## src/rtl/debug_cmd_engine.sv

```systemverilog
// rtl/debug_cmd_engine.sv - debug-link command parser/executor with status-prefixed multi-byte responses
module debug_cmd_engine #(
    parameter int         LedWidth  = 4,
    parameter int         MsgLenMax = 8,
    parameter logic [7:0] Version   = 8'h02
) (
    input  logic                clk,
    input  logic                rst,
    input  logic                inq_rok,
    input  logic [7:0]          inq_rd,
    output logic                inq_r,
    input  logic                outq_wok,
    output logic                outq_w,
    output logic [7:0]          outq_wd,
    output logic [LedWidth-1:0] led,
    output logic [7:0]          err_count
);

    localparam int LenW = $clog2(MsgLenMax + 1);
    localparam int IdxW = $clog2(MsgLenMax);
    localparam logic [7:0] MaxPayload = 8'(MsgLenMax - 1);

    localparam logic [7:0] OpNop     = 8'h00;
    localparam logic [7:0] OpLedSet  = 8'h80;
    localparam logic [7:0] OpLedGet  = 8'h81;
    localparam logic [7:0] OpEcho    = 8'h82;
    localparam logic [7:0] OpVersion = 8'h83;

    localparam logic [7:0] StatOk      = 8'h01;
    localparam logic [7:0] StatTooLong = 8'hFE;
    localparam logic [7:0] StatBadOp   = 8'hFF;

    typedef enum logic [2:0] {
        Fetch,
        Arg,
        Payload,
        Exec,
        Resp
    } state_t;

    state_t state, nextState;

    logic [7:0]          opcode;
    logic [7:0]          argByte;
    logic [7:0]          echoLeft;
    logic [LenW-1:0]     respLen;
    logic [LenW-1:0]     idx;
    logic [LenW-1:0]     payIdx;
    logic [7:0]          respBuf [MsgLenMax];
    logic [LedWidth-1:0] ledReg;
    logic [7:0]          errCount;
    logic                inRead;
    logic                lastByte;

    assign inRead   = (state == Fetch) || (state == Arg) || (state == Payload);
    assign lastByte = (idx == respLen - 1'b1);

    // Strobes are forced low while reset is held so nothing is consumed or emitted.
    assign inq_r     = inRead && !rst;
    assign outq_w    = (state == Resp) && !rst;
    assign outq_wd   = (state == Resp && !rst) ? respBuf[IdxW'(idx)] : 8'h00;
    assign led       = ledReg;
    assign err_count = errCount;

    always_ff @(posedge clk) begin
        if (rst) begin
            state <= Fetch;
        end else begin
            state <= nextState;
        end
    end

    always_comb begin
        nextState = state;
        case (state)
            Fetch: begin
                if (inq_rok) begin
                    if (inq_rd == OpNop) begin
                        nextState = Fetch;
                    end else if (inq_rd == OpLedSet || inq_rd == OpEcho) begin
                        nextState = Arg;
                    end else begin
                        nextState = Exec;
                    end
                end
            end
            Arg: begin
                if (inq_rok) begin
                    nextState = (opcode == OpEcho && inq_rd != 8'd0) ? Payload : Exec;
                end
            end
            Payload: begin
                if (inq_rok && echoLeft == 8'd1) begin
                    nextState = Exec;
                end
            end
            Exec: begin
                nextState = Resp;
            end
            Resp: begin
                if (outq_wok && lastByte) begin
                    nextState = Fetch;
                end
            end
            default: begin
                nextState = Fetch;
            end
        endcase
    end

    always_ff @(posedge clk) begin
        if (rst) begin
            opcode   <= 8'h00;
            argByte  <= 8'h00;
            echoLeft <= 8'h00;
            respLen  <= '0;
            idx      <= '0;
            payIdx   <= '0;
            ledReg   <= '0;
            errCount <= 8'h00;
            for (int i = 0; i < MsgLenMax; i++) begin
                respBuf[i] <= 8'h00;
            end
        end else begin
            case (state)
                Fetch: begin
                    if (inq_rok) begin
                        opcode <= inq_rd;
                    end
                end
                Arg: begin
                    if (inq_rok) begin
                        argByte  <= inq_rd;
                        echoLeft <= inq_rd;
                        payIdx   <= LenW'(1);
                    end
                end
                Payload: begin
                    // Oversized echoes are still drained byte-for-byte to keep the stream framed.
                    if (inq_rok) begin
                        echoLeft <= echoLeft - 8'd1;
                        if (argByte <= MaxPayload) begin
                            respBuf[IdxW'(payIdx)] <= inq_rd;
                            payIdx <= payIdx + 1'b1;
                        end
                    end
                end
                Exec: begin
                    idx        <= '0;
                    respLen    <= LenW'(1);
                    respBuf[0] <= StatOk;
                    case (opcode)
                        OpLedSet: begin
                            ledReg <= argByte[LedWidth-1:0];
                        end
                        OpLedGet: begin
                            respBuf[1] <= 8'(ledReg);
                            respLen    <= LenW'(2);
                        end
                        OpEcho: begin
                            if (argByte > MaxPayload) begin
                                respBuf[0] <= StatTooLong;
                                if (errCount != 8'hFF) begin
                                    errCount <= errCount + 8'd1;
                                end
                            end else begin
                                respLen <= LenW'(argByte) + 1'b1;
                            end
                        end
                        OpVersion: begin
                            respBuf[1] <= Version;
                            respLen    <= LenW'(2);
                        end
                        default: begin
                            respBuf[0] <= StatBadOp;
                            if (errCount != 8'hFF) begin
                                errCount <= errCount + 8'd1;
                            end
                        end
                    endcase
                end
                Resp: begin
                    if (outq_wok && !lastByte) begin
                        idx <= idx + 1'b1;
                    end
                end
                default: begin
                end
            endcase
        end
    end

endmodule

```

## config.mk

```make
export PLATFORM = sky130hd
export DESIGN_NAME = debug_cmd_engine
export DESIGN_NICKNAME = d
export VERILOG_FILES = /design/src/rtl/debug_cmd_engine.sv
export SDC_FILE = /design/constraint.sdc
export NUM_CORES = 1
export LEC_CHECK = 0
export ABC_AREA = 1
export CORE_UTILIZATION = 53
export CTS_BUF_LIST = sky130_fd_sc_hd__clkbuf_2
export DETAILED_ROUTE_END_ITERATION = 8
export PLACE_DENSITY = 0.72
export SYNTH_ARGS = -nofsm -noshare
export SYNTH_HDL_FRONTEND = slang
export SYNTH_SLANG_ARGS = --single-unit
```

## constraint.sdc

```tcl
create_clock -name clk -period 2.01 [get_ports clk]
set_input_delay 0.402 -clock clk [delete_from_list [all_inputs] [get_ports clk]]
set_output_delay 0.402 -clock clk [all_outputs]
set_load 0.02 [all_outputs]
```

Word-level counts from Yosys, hierarchy flattened
Memories as Yosys holds them, arrays and structs flattened. A register that Yosys moved wholly into a read port is not among the register bits.
Cells that the tools add are included.
{ "word_totals": {"word_cells": 133, "n_memories": 1, "output_inout_bits": 22, "mem_bits_rw": 64, "ff_bits": 51} }
{ "classes": {"muxes": 60, "n_addsub": 6, "n_reduce_logical": 28, "n_bitwise": 6, "n_eq_ne": 21, "order_cmp": 2} }
{ "mem_list": {"columns": ["memory", "words", "word_bits", "rd", "rd_clocked_by_memory_dff", "write_ports", "line_no", "text"], "rows": [
  ["respBuf", 8, 8, 1, 1, 8, "49", "logic [7:0] respBuf [MsgLenMax];"]
]} }
{ "ops": {"columns": ["op", "count"], "rows": [
  ["8-bit 2-to-1 mux", 11],
  ["8-bit == test, second input constant", 6],
  ["8-bit case mux with 2 select lines", 2],
  ["1-bit 2-to-1 mux", 29],
  ["4-bit case mux with 2 select lines", 3],
  ["3-bit 2-to-1 mux", 7],
  ["4-bit 2-to-1 mux", 5],
  ["3-bit case mux with 5 select lines", 1],
  ["4-bit by 1-bit adder with 4-bit output, second input constant", 3],
  ["2-bit by 1-bit != test with 1-bit output, second input constant", 5],
  ["8-bit by 1-bit adder with 8-bit output, second input constant", 1],
  ["8-bit by 1-bit == test with 1-bit output, second input constant", 1],
  ["8-bit by 3-bit > comparator with 1-bit output, second input constant", 1],
  ["8-bit by 3-bit <= comparator with 1-bit output, second input constant", 1],
  ["8-bit logical NOT", 1],
  ["8-bit != test, second input constant", 1],
  ["2-bit AND reduction", 4],
  ["4-bit AND reduction", 2],
  ["8-bit nonzero test", 1],
  ["8-bit OR reduction", 1],
  ["8-bit by 1-bit subtractor with 8-bit output, second input constant", 1],
  ["3-bit by 2-bit == test with 1-bit output, second input constant", 2],
  ["1-bit logical AND", 6],
  ["2-bit != test, second input constant", 3],
  ["other kinds (15)", 25]
]} }

Logic depth before layout (Yosys ltp)
Gate-level depths: netlist of run 1.
{ "depth": {"word_depth": 9, "mapped_depth": 13, "ltp_nobuf": 13} }

Least setup slack after synthesis of run 1
Ideal clock, no wire load.
{ "synth_path": {"path_kind": "reg-to-output", "startpoint": "register state[1]", "endpoint": "output outq_wd[0]", "path_buffers": 0, "arrival_ns": 1.575, "t_required_ns": 1.608, "path_slack_ns": 0.033, "stages_incl_launch_ff": 6, "path_cell_list": "dfxtp_1 -> nor2_1 -> nand2_1 -> nor2_1 -> o21ai_0 -> nor2_1"} }
{ "synth_between": {"elab_chain_len": 3} }
{ "synth_rtl": {"columns": ["item", "line_no", "text"], "rows": [
  ["start, declared", "41", "state_t state, nextState;"],
  ["start signal, assigned", "67", "state <= Fetch;"],
  ["start signal, assigned", "69", "state <= nextState;"],
  ["3-bit == test", null, null],
  ["1-bit logical AND", null, null],
  ["net outq_w", "13", "output logic outq_w,"],
  ["8-bit 2-to-1 mux", "61", "assign outq_wd = (state == Resp && !rst) ? respBuf[IdxW'(idx)] : 8'h00;"],
  ["end, declared", "14", "output logic [7:0] outq_wd,"]
]} }
The timed path passes the listed nets, and every way through them passes these cells.

==> key figures, run 1 <==
STA
  • RSZ-0062 raised after global routing: true
  • Hold Violations, Final: 0
  • Final Critical Period: 2.394 ns
  • Maximum clock rate: 0.4176 GHz
  • Clock skew: 0.02619 ns
  • Setup violators final: 8
  • Max Slew Vio Count: 0
  • Period utilization: 119.1%
  • Final TNS setup: -2.802 ns
  • Slew Limit Headroom: between 60 and 70%
  • Least-Margin Pin Slew: 0.5945 ns
  • Slack of the critical path: -0.3845 ns

Placement
  • Final Wtd Congestion: 0.8773
  • # port buffers: 33
  • Post-placement cell count: 875
  • Final HPWL DP: 10.09 mm
  • Post-Place Setup Slack: -0.3606 ns

Die
  • Die Area: about 11000 µm²
  • Core ar.: a little over 10000 µm²
  • # IOs: 34
  • DIE HEIGHT: 105.3 µm
  • Initial Util: 54.76%
  • Chip Width: 105.3 µm
  • Core Rows: 37

Drt
  • Via density: 5.490
  • Post-route antenna net violation count: 0
  • Via count: roughly 5000
  • Iteration-0 DRC count of the detailed router: 323
  • Detailed-route DRC error count: 0
  • Drt pass-1 iters: 5
  • WL/cell: ~16 µm
  • WL final: between 10 and 15 mm

Layout
  • Final Instance Count excl. Fillers: 911
  • Layout cells sized above 1: 21.16%
  • Area delta synth->final: 25.76%
  • Layout net count: 781
  • N_diodes: 0
  • Post-layout utilization of the core: between 60 and 70%

Clocking
  • Clk Latency, worst-skew pair: 0.65 ns
  • Sinks on Clock Net: 117
  • # hold bufs at CTS: 0
  • Num CTS Buffers: 17
  • Clock root buffer: clkbuf_2
  • CTS tree: done
  • H-tree depth: 4
  • CTS Buffer Depth: 2
  • Clock transition at path regs: 0.18 ns

Global route
  • GRT Total Usage: ~28%
  • Total gr overflow: 0
  • First-pass GRT wire length: between 20 and 25 mm
  • Largest net degree at the start of global routing: 25
  • Vias in the first global route: 4808
  • Initial antenna violation count: 0

Synth
  • Area share of the largest cell type after synthesis: 34.00%
  • Synth async-reset ratio: 0%
  • Synth Instances: between 600 and 700
  • Synth Warn #: 0
  • Sequential-to-total area share from yosys stat: ~53%
  • Main flop type after synthesis: edfxtp_1
  • Yosys cell types: 40
  • Syn nets: 687
  • Post-synth EDFFs: 64
  • Yosys reg bits: 117
  • Cell accounting for the most synthesized area: edfxtp_1
  • Count leader, synth: nor2_1
  • Cell Area, Synth: 5653 µm²
  • Synth area leaders: edfxtp_1 (34%), dfxtp_1 (19%), nor2_1 (11%)
  • Syn avg cell area: 8.462 µm²
  • Synth top cells by count: nor2_1 (171), nand2_1 (81), edfxtp_1 (64), o21ai_0 (57), dfxtp_1 (53)

Pwr
  • Tot Pwr: 7.199 mW
  • Leakage power: 2.970 nW
  • Max IR drop VDD: about 0.81 mV
  • Pwr dens: 1013 nW/µm²

Critical path
  • Crit start category: flip-flop
  • WP data arrival: 1.99 ns
  • CP required: 1.61 ns
  • Critical path type: flip-flop to output port
  • Worst-path fanout max: 8
  • Crit. End Element: output port

Outcome
  • Status: complete, but fails checks
  • Failing checks: setup timing

Hold path
  • Hold Path Class: input pin to flip-flop

Flow run
  • Maxcap violations: 0
-- critical path: stages (launching register included) --
cell and delay (ns):
dfxtp_4 0.44, inv_6 0.06, buf_12 0.14, nor2_1 0.20, o32ai_4 0.12, o21ai_1 0.15
nor2_1 0.07, buf_4 0.15
-- flip-flops by register name, indices dropped and copies added, names as in the netlist, named ones only --
register,count
argByte,8
echoLeft,8
err_count,8
idx,4
led,4
opcode,8
payIdx,3
respBuf,64
respLen,4
state,3
-- layer usage --
layer | vias up | track usage (%) | routed length [µm] | share of wire [%]
li1 | 2446 | - | - | -
met1 | 2356 | 34.09 | 6011 | 42
met2 | 174 | 47.13 | 7339 | 51
met3 | 25 | 5.999 | 828 | 5.7
met4 | 0 | 10.36 | 257 | 1.8
met5 | - | 0 | 0 | 0
-- layout by cell type (no fill, tap or decap), types with 8 or more instances in the layout --
cell             Yosys  layout
nor2_1             171     159
nand2_1             81      79
edfxtp_1            64      64
buf_4                0      49
dfxtp_1             53      48
inv_1               49      47
o21ai_0             57      45
a21oi_1             44      43
nand3_1             23      23
o21ai_1              9      21
clkbuf_2             0      20
o32ai_2              0      12
dlygate4sd2_1        0      12
clkinv_1             8      11
clkdlybuf4s50_1      0      11
nor2_2               1      10
buf_12               0      10
nand4_1              9       9
xor2_1               9       9
nand2_2              6       8
buf_6                0       8
-- what timing repair did --
action | in CTS | in global routing
gates cloned | 1 | 1
buffers inserted | 0 | 2
pin swaps | 7 | 6
endpoints found under the setup margin | 22 | 13
resized for setup | 108 | 28
-- where the power goes --
| group | leakage [nW] | switching [mW] | internal [mW] | total (mW) |
|---|---|---|---|---|
| registers | 1.10 | 0.218 | 2.82 | 3.04 |
| logic | 1.74 | 1.60 | 1.14 | 2.74 |
| clock network | 0.140 | 0.851 | 0.563 | 1.41 |
| total | 2.97 | 2.67 | 4.53 | 7.20 |
-- through the flow --
step           area (µm²)  hold WS, ns
2_1_floorplan        5653       0.4399
3_3_place_gp         6631       0.4522
3_5_place_dp         6631       0.4610
4_1_cts              6999       0.3620
5_1_grt              7109       0.3432
6_report             7109       0.4320
-- final timing paths --
kind | slack, ns | start | cells past startpoint | endpoint
max | -0.38 | flip-flop | 7 | outq_wd[1]
min | 0.43 | inq_rd[4] | 3 | opcode[4]$_SDFFE_PP0P_
max reg2reg | 0.11 | state[1]$_SDFFE_PP0P_ | 8 | respBuf[6][0]$_SDFFCE_PN0P_
min reg2reg | 0.48 | opcode[5]$_SDFFE_PP0P_ | 2 | opcode[5]$_SDFFE_PP0P_
-- area by class of cell --
| class | instances | area, µm² |
|---|---|---|
| clock buffer | 20 | 100.1 |
| timing repair buffer | 94 | 945.9 |
| clock inverter | 12 | 112.6 |
| sequential | 117 | 2992 |
| inverter | 61 | 236.5 |
| fill | 839 | 3214 |
| multi-input combinational | 471 | 2552 |
| tap | 136 | 170.2 |
-- cell families (layout without fill, tap and decap cells) --
group	Yosys count	in the layout	share of synthesized area [%]
and+or+nand+nor	309	309	23.77
AOI/OAI and AO/OA	143	143	14.63
DFF	117	117	52.77
buffers and inverters	80	187	5.423
xor gates and xnor gates	12	12	1.859
adders and majority gates	7	7	1.549
No activity file was read; power rests on OpenSTA's default activity.
==> inputs of run 2 (changes only) <==
- CELL_PAD_IN_SITES_DETAIL_PLACEMENT: not set -> 1
- CELL_PAD_IN_SITES_GLOBAL_PLACEMENT: not set -> 1
- CORE_UTILIZATION: 53 -> 33
- PLACE_DENSITY: 0.72 -> not set
- PLACE_DENSITY_LB_ADDON: not set -> 0.1
==> key figures, run 2 (same netlist as run 1, synthesis figures left out) <==
Clocking
  • CTS Buffer Depth: 2 (unchanged)
  • CTS tree: done
  • Clock transition at path regs: 0.17 ns (about the same)
  • Clk Latency, worst-skew pair: 0.69 ns (+0.04 ns)
  • # hold bufs at CTS: 0 (unchanged)
  • Clock root buffer: clkbuf_2
  • H-tree depth: 4 (unchanged)
  • Sinks on Clock Net: 117 (unchanged)
  • Num CTS Buffers: 17 (unchanged)

Global route
  • Met3 GRT Util: 4.559% (-1.4 points)
  • M1 GR Usage: 25.53% (-8.6 points)
  • Initial antenna violation count: 0 (unchanged)
  • Total gr overflow: 0 (unchanged)
  • Most Used Layer, Global Route: met2
  • Met2 Usage GRT: 37.78% (-9.3 points)
  • GRT Total Usage: 21.25% (-6.3 points)
  • First-pass GRT wire length: 28.41 mm (+22%)
  • Vias in the first global route: 5418 (+13%)
  • Largest net degree at the start of global routing: 21 (-16%)

Die
  • Chip Width: 132.9 µm (+26%)
  • # IOs: 34 (unchanged)
  • Core Rows: 47 (+27%)
  • Core ar.: 16640 µm² (+61%)
  • Initial Util: 33.97% (-21 points)
  • Die Area: 17660 µm² (+59%)
  • DIE HEIGHT: 132.9 µm (+26%)

Layout
  • Post-layout utilization of the core: 44.81% (-24 points)
  • Biggest register: respBuf
  • Commonest non-fill, non-tap cell in the layout: nor2_1
  • N_diodes: 0 (unchanged)
  • Max reg flops: 64 (unchanged)
  • Most frequent cells in the layout: nor2_1 (158), nand2_1 (79), buf_4 (66), edfxtp_1 (64), inv_1 (47)
  • Number of fillers in the final layout: 1943 (+130%)
  • Final Instance Count excl. Fillers: 1012 (+11%)
  • Layout cells sized above 1: 23.99% (+2.8 points)
  • Layout net count: 798 (+2.2%)
  • Area delta synth->final: 31.92%

Critical path
  • CP required: 1.61 ns (about the same)
  • Cell mode on critical path: nor2_1
  • WP data arrival: 2.08 ns (+0.09 ns)
  • Reg2reg setup slack: 0.15 ns (+0.04 ns)
  • Critical path type: flip-flop to output port
  • Worst-path fanout max: 9 (+1)
  • Slowest stage cell, crit path: dfxtp_4
  • CP max stage delay: 0.41 ns (-0.03 ns)
  • Crit start category: flip-flop
  • Crit-path cells: inv_6, buf_12, buf_12, nor2_1, o32ai_1, nor2_1, nor2_1, buf_4
  • Crit. End Element: output port

Pwr
  • Leakage power: 3.092 nW (+4.1%)
  • Pwr dens: 1059 nW/µm² (+4.6%)
  • Max IR drop VDD: 0.6520 mV (-20%)

Placement
  • Final HPWL DP: 13.08 mm (+30%)
  • Post-placement cell count: 972 (+11%)
  • Post-Place Setup Slack: -0.4457 ns (-0.08511 ns)
  • Final Wtd Congestion: 0.8608 (-1.9%)
  • # port buffers: 33 (unchanged)

STA
  • RSZ-0062 raised after global routing: true
  • Hold Slack: 0.3995 ns (-0.03247 ns)
  • Maximum clock rate: 0.4023 GHz (-3.7%)
  • Hold Violations, Final: 0 (unchanged)
  • Least-Margin Pin Slew: 0.4638 ns (-0.1307 ns)
  • Clock skew: 0.03007 ns (+0.003885 ns)
  • Final Critical Period: 2.486 ns (+0.09133 ns)
  • Slack of the critical path: -0.4758 ns (-0.09133 ns)
  • Setup violators final: 9 (+1)
  • Period utilization: 123.7% (+4.5 points)
  • Max Slew Vio Count: 0 (unchanged)
  • Slew Limit Headroom: 69.08% (+8.9 points)

Hold path
  • Hold Path Class: input pin to flip-flop

Drt
  • Via density: 5.031 (-8.4%)
  • Post-route antenna net violation count: 0 (unchanged)
  • WL/cell: 17.59 µm (+11%)
  • Detailed-route DRC error count: 0 (unchanged)
  • Via count: 5091 (+1.8%)
  • Drt pass-1 iters: 4 (-1)
  • WL final: 17.81 mm (+23%)
  • Iteration-0 DRC count of the detailed router: 254 (-21%)

Outcome
  • Status: complete, but fails checks
  • Failing checks: setup timing

Flow run
  • Maxcap violations: 0 (unchanged)
==> run 2: critical path: cells and delay by family (launching register included) <==
family / cells / cell delay, ns
buffers and inverters: 4 / 0.49
flip-flops: 1 / 0.41
AO/OA/AOI/OAI: 1 / 0.27
AND/OR/NAND/NOR: 3 / 0.24
==> run 2: what timing repair did <==
action,4_1_cts,5_1_grt
pin swaps,10,5
buffers inserted,4,4
gates cloned,2,1
gates resized for setup,107,31
setup endpoints to repair,22,20
==> run 2: stage by stage <==
stage	instance area, µm²	power (mW)	setup TNS [ns]
final	7457	7.896	-3.465
after global routing	7457	8.399	-5.314
after CTS	7328	7.837	-4.615
after detailed placement	6859	5.631	-21.62
after global placement	6859	5.551	-15.54
after floorplan	5653	4.581	0
==> run 2: worst paths after layout <==
kind,startpoint,end,depth (start not counted)
max,flip-flop,outq_wd[6],8
min,inq_rd[4],opcode[4]$_SDFFE_PP0P_,3
max reg2reg,opcode[2]$_SDFFE_PP0P_,respBuf[1][7]$_SDFFCE_PN0P_,8
min reg2reg,led[2]$_SDFFE_PP0P_,led[2]$_SDFFE_PP0P_,2
==> run 2: cell type report <==
type	count	area, µm²	share of cell area, %
flip-flops and latches	117	3002	40.25
repair buffers	111	1121	15.03
multi-input cells	471	2521	33.81
clock inverters	13	206.4	2.768
well taps	220	275.3	3.691
clock buffers	19	95.09	1.275
inverters	61	236.5	3.171
==> run 2: report_power, final <==
part           switching [mW]  total, mW  internal, mW
clock network           0.958       1.91         0.955
logic                    1.69       2.92          1.23
registers               0.234       3.06          2.83
total                    2.88       7.90          5.01
==> run 2: layer usage <==
layer	wire length, µm	up-vias
li1	-	2484
met1	7948	2512
met2	9049	71
met3	481	24
met4	326	0
met5	0	-
==> inputs of run 3 (changes only) <==
- CAP_MARGIN: not set -> 15
- CELL_PAD_IN_SITES_DETAIL_PLACEMENT: 1 -> 2
- CELL_PAD_IN_SITES_GLOBAL_PLACEMENT: 1 -> 2
- CTS_CLUSTER_SIZE: not set -> 25
==> key figures, run 3 (same netlist as run 1, synthesis figures left out) <==
Placement
  • Final Wtd Congestion: 0.8388 (-2.6%)
  • # port buffers: 33 (unchanged)
  • Final HPWL DP: 13.99 mm (+7.0%)

Layout
  • Area delta synth->final: 33.60%
  • Biggest register: respBuf
  • Most frequent cells in the layout: nor2_1 (155), nand2_1 (77), buf_4 (68), edfxtp_1 (64), inv_1 (47)
  • Max reg flops: 64 (unchanged)
  • Layout cells sized above 1: 25.41% (+1.4 points)
  • Layout net count: 801 (+0.38%)
  • Commonest non-fill, non-tap cell in the layout: nor2_1

Critical path
  • CP required: 1.61 ns (about the same)
  • Crit. End Element: output port
  • WP data arrival: 2.08 ns (about the same)
  • CP max stage delay: 0.40 ns (about the same)
  • Crit start category: flip-flop
  • Critical path type: flip-flop to output port
  • CP delay by family, top: compound AO/OA/AOI/OAI gates
  • Slowest stage cell, crit path: dfxtp_4
  • Crit-path cells: buf_12, buf_8, o32ai_4, o21ai_1, nor2_1, buf_4
  • CP bufs+invs: 3 (-1)
  • Worst-path fanout max: 6 (-3)

Drt
  • Detailed-route DRC error count: 0 (unchanged)
  • Iteration-0 DRC count of the detailed router: 215 (-15%)
  • WL final: 19.96 mm (+12%)
  • Via count: 5196 (+2.1%)
  • Post-route antenna net violation count: 0 (unchanged)
  • Via density: 5.114 (+1.7%)
  • Drt pass-1 iters: 4 (unchanged)
  • WL/cell: 19.64 µm (+12%)

STA
  • Period utilization: 123.3% (-0.42 points)
  • Slack of the critical path: -0.4674 ns (+0.008418 ns)
  • Setup violators final: 9 (unchanged)
  • RSZ-0062 raised after global routing: true
  • Clock skew: 0.03173 ns (+0.001658 ns)
  • Final TNS setup: -3.353 ns (+0.1116 ns)
  • Hold Violations, Final: 0 (unchanged)
  • Max Slew Vio Count: 0 (unchanged)
  • Hold Slack: 0.3464 ns (-0.05308 ns)
  • Slew Limit Headroom: 68.43% (-0.64 points)
  • Least-Margin Pin Slew: 0.4735 ns (+0.009671 ns)
  • Final Critical Period: 2.477 ns (-0.008418 ns)
  • Maximum clock rate: 0.4037 GHz (+0.34%)

Clocking
  • CTS tree: done
  • Num CTS Buffers: 17 (unchanged)
  • Sinks on Clock Net: 117 (unchanged)
  • Clock transition at path regs: 0.21 ns (+0.04 ns)
  • Clk Latency, worst-skew pair: 0.71 ns (+0.02 ns)
  • H-tree depth: 4 (unchanged)
  • Clock root buffer: clkbuf_2
  • CTS Buffer Depth: 2 (unchanged)

Hold path
  • Hold Path Class: input pin to flip-flop

Global route
  • First-pass GRT wire length: 31.36 mm (+10%)
  • Vias in the first global route: 5684 (+4.9%)
  • Largest net degree at the start of global routing: 27 (+29%)
  • GRT Total Usage: 23.41% (+2.2 points)
  • Total gr overflow: 0 (unchanged)
  • Initial antenna violation count: 1 (+1)

Die
  • Core Rows: 47 (unchanged)
  • Initial Util: 33.97% (unchanged)
  • Chip Width: 132.9 µm (unchanged)
  • DIE HEIGHT: 132.9 µm (unchanged)
  • Core ar.: 16640 µm² (unchanged)
  • # IOs: 34 (unchanged)
  • Die Area: 17660 µm² (unchanged)

Outcome
  • Failing checks: setup timing
  • Status: complete, but fails checks

Pwr
  • Switching pwr: 3.116 mW (+8.1%)
  • Comb pwr share: 39.8% (+2.8 points)
  • Max IR drop VDD: 0.4553 mV (-30%)
  • Clock share of power: 21.7% (-2.5 points)
  • Leakage power: 3.086 nW (-0.20%)
  • Switching portion of total power: 39.13% (+2.6 points)
  • Reg power frac: 38.5% (-0.2 points)
  • P_int: 4.848 mW (-3.3%)
  • Pwr dens: 1055 nW/µm² (-0.41%)

Flow run
  • Maxcap violations: 0 (unchanged)
run 3: cell types whose count changed in the layout (fill, tap and decap cells not counted), sizes merged:
| cell | change |
|---|---|
| inv | +1 |
| clkbuf | -2 |
| clkinvlp | +3 |
| diode | +1 |
| bufinv | -2 |
| clkdlybuf4s15 | -1 |
| buf | +3 |
| dlygate4sd2 | +1 |
run 3: layout make-up:
type / count / area, µm²
clock inverters: 15 / 180.2
well taps: 220 / 275.3
clock buffers: 17 / 85.08
diodes: 1 / 2.502
inverters: 61 / 236.5
multi-input cells: 471 / 2644
repair buffers: 114 / 1127
fillers: 1846 / 9090
flip-flops and latches: 117 / 3002
run 3: power groups by stage:
| stage | clock (mW) | sequential, mW | combinational, mW |
|---|---|---|---|
| 3_3_place_gp | 0 | 3.06 | 2.43 |
| 4_1_cts | 1.77 | 3.05 | 2.87 |
| 2_1_floorplan | 0 | 3.04 | 1.54 |
| 6_report | 1.73 | 3.06 | 3.17 |
| 5_1_grt | 1.87 | 3.10 | 3.48 |
| 3_5_place_dp | 0 | 3.07 | 2.58 |
run 3: path summary, 6_finish.rpt:
path	startpoint	end	slack (ns)	cells past startpoint
min	inq_rd[4]	opcode[4]$_SDFFE_PP0P_	0.35	3
max	flip-flop	outq_wd[6]	-0.47	6
max reg2reg	state[2]$_SDFFE_PP0P_	respBuf[3][0]$_SDFFCE_PN0P_	0.14	9
min reg2reg	opcode[5]$_SDFFE_PP0P_	opcode[5]$_SDFFE_PP0P_	0.49	2
run 3: metrics by stage:
step | area [µm²] | setup slack [ns] | std cells | total power [mW] | util, %
2_1_floorplan | 5653 | 0.03281 | 668 | 4.581 | -
3_3_place_gp | 6797 | -0.3657 | 967 | 5.493 | 40.84
3_5_place_dp | 6797 | -0.4221 | 967 | 5.651 | 40.84
4_1_cts | 7281 | -0.5065 | 1004 | 7.690 | 43.75
5_1_grt | 7552 | -0.6122 | 1016 | 8.450 | 45.38
6_report | 7552 | -0.4674 | 1016 | 7.964 | 45.38
run 3: timing repair:
item | in CTS | in global routing
endpoints found under the setup margin | 22 | 26
hold buffers | 0 | 0
pin swaps | 5 | 12
gates cloned | 2 | 1
resized for setup | 116 | 55
setup buffers | 4 | 13
run 3: metal layers:
layer	GRT usage, %	part of all wire [%]
met5	0	0
met4	7.344	1.6
met3	3.410	2.0
met2	41.71	52
met1	28.96	44
run 3: worst min-delay path, cell delays in order:
cell and delay, ns:
clkdlybuf4s50_1 0.46, nand3_1 0.11, a21oi_1 0.07
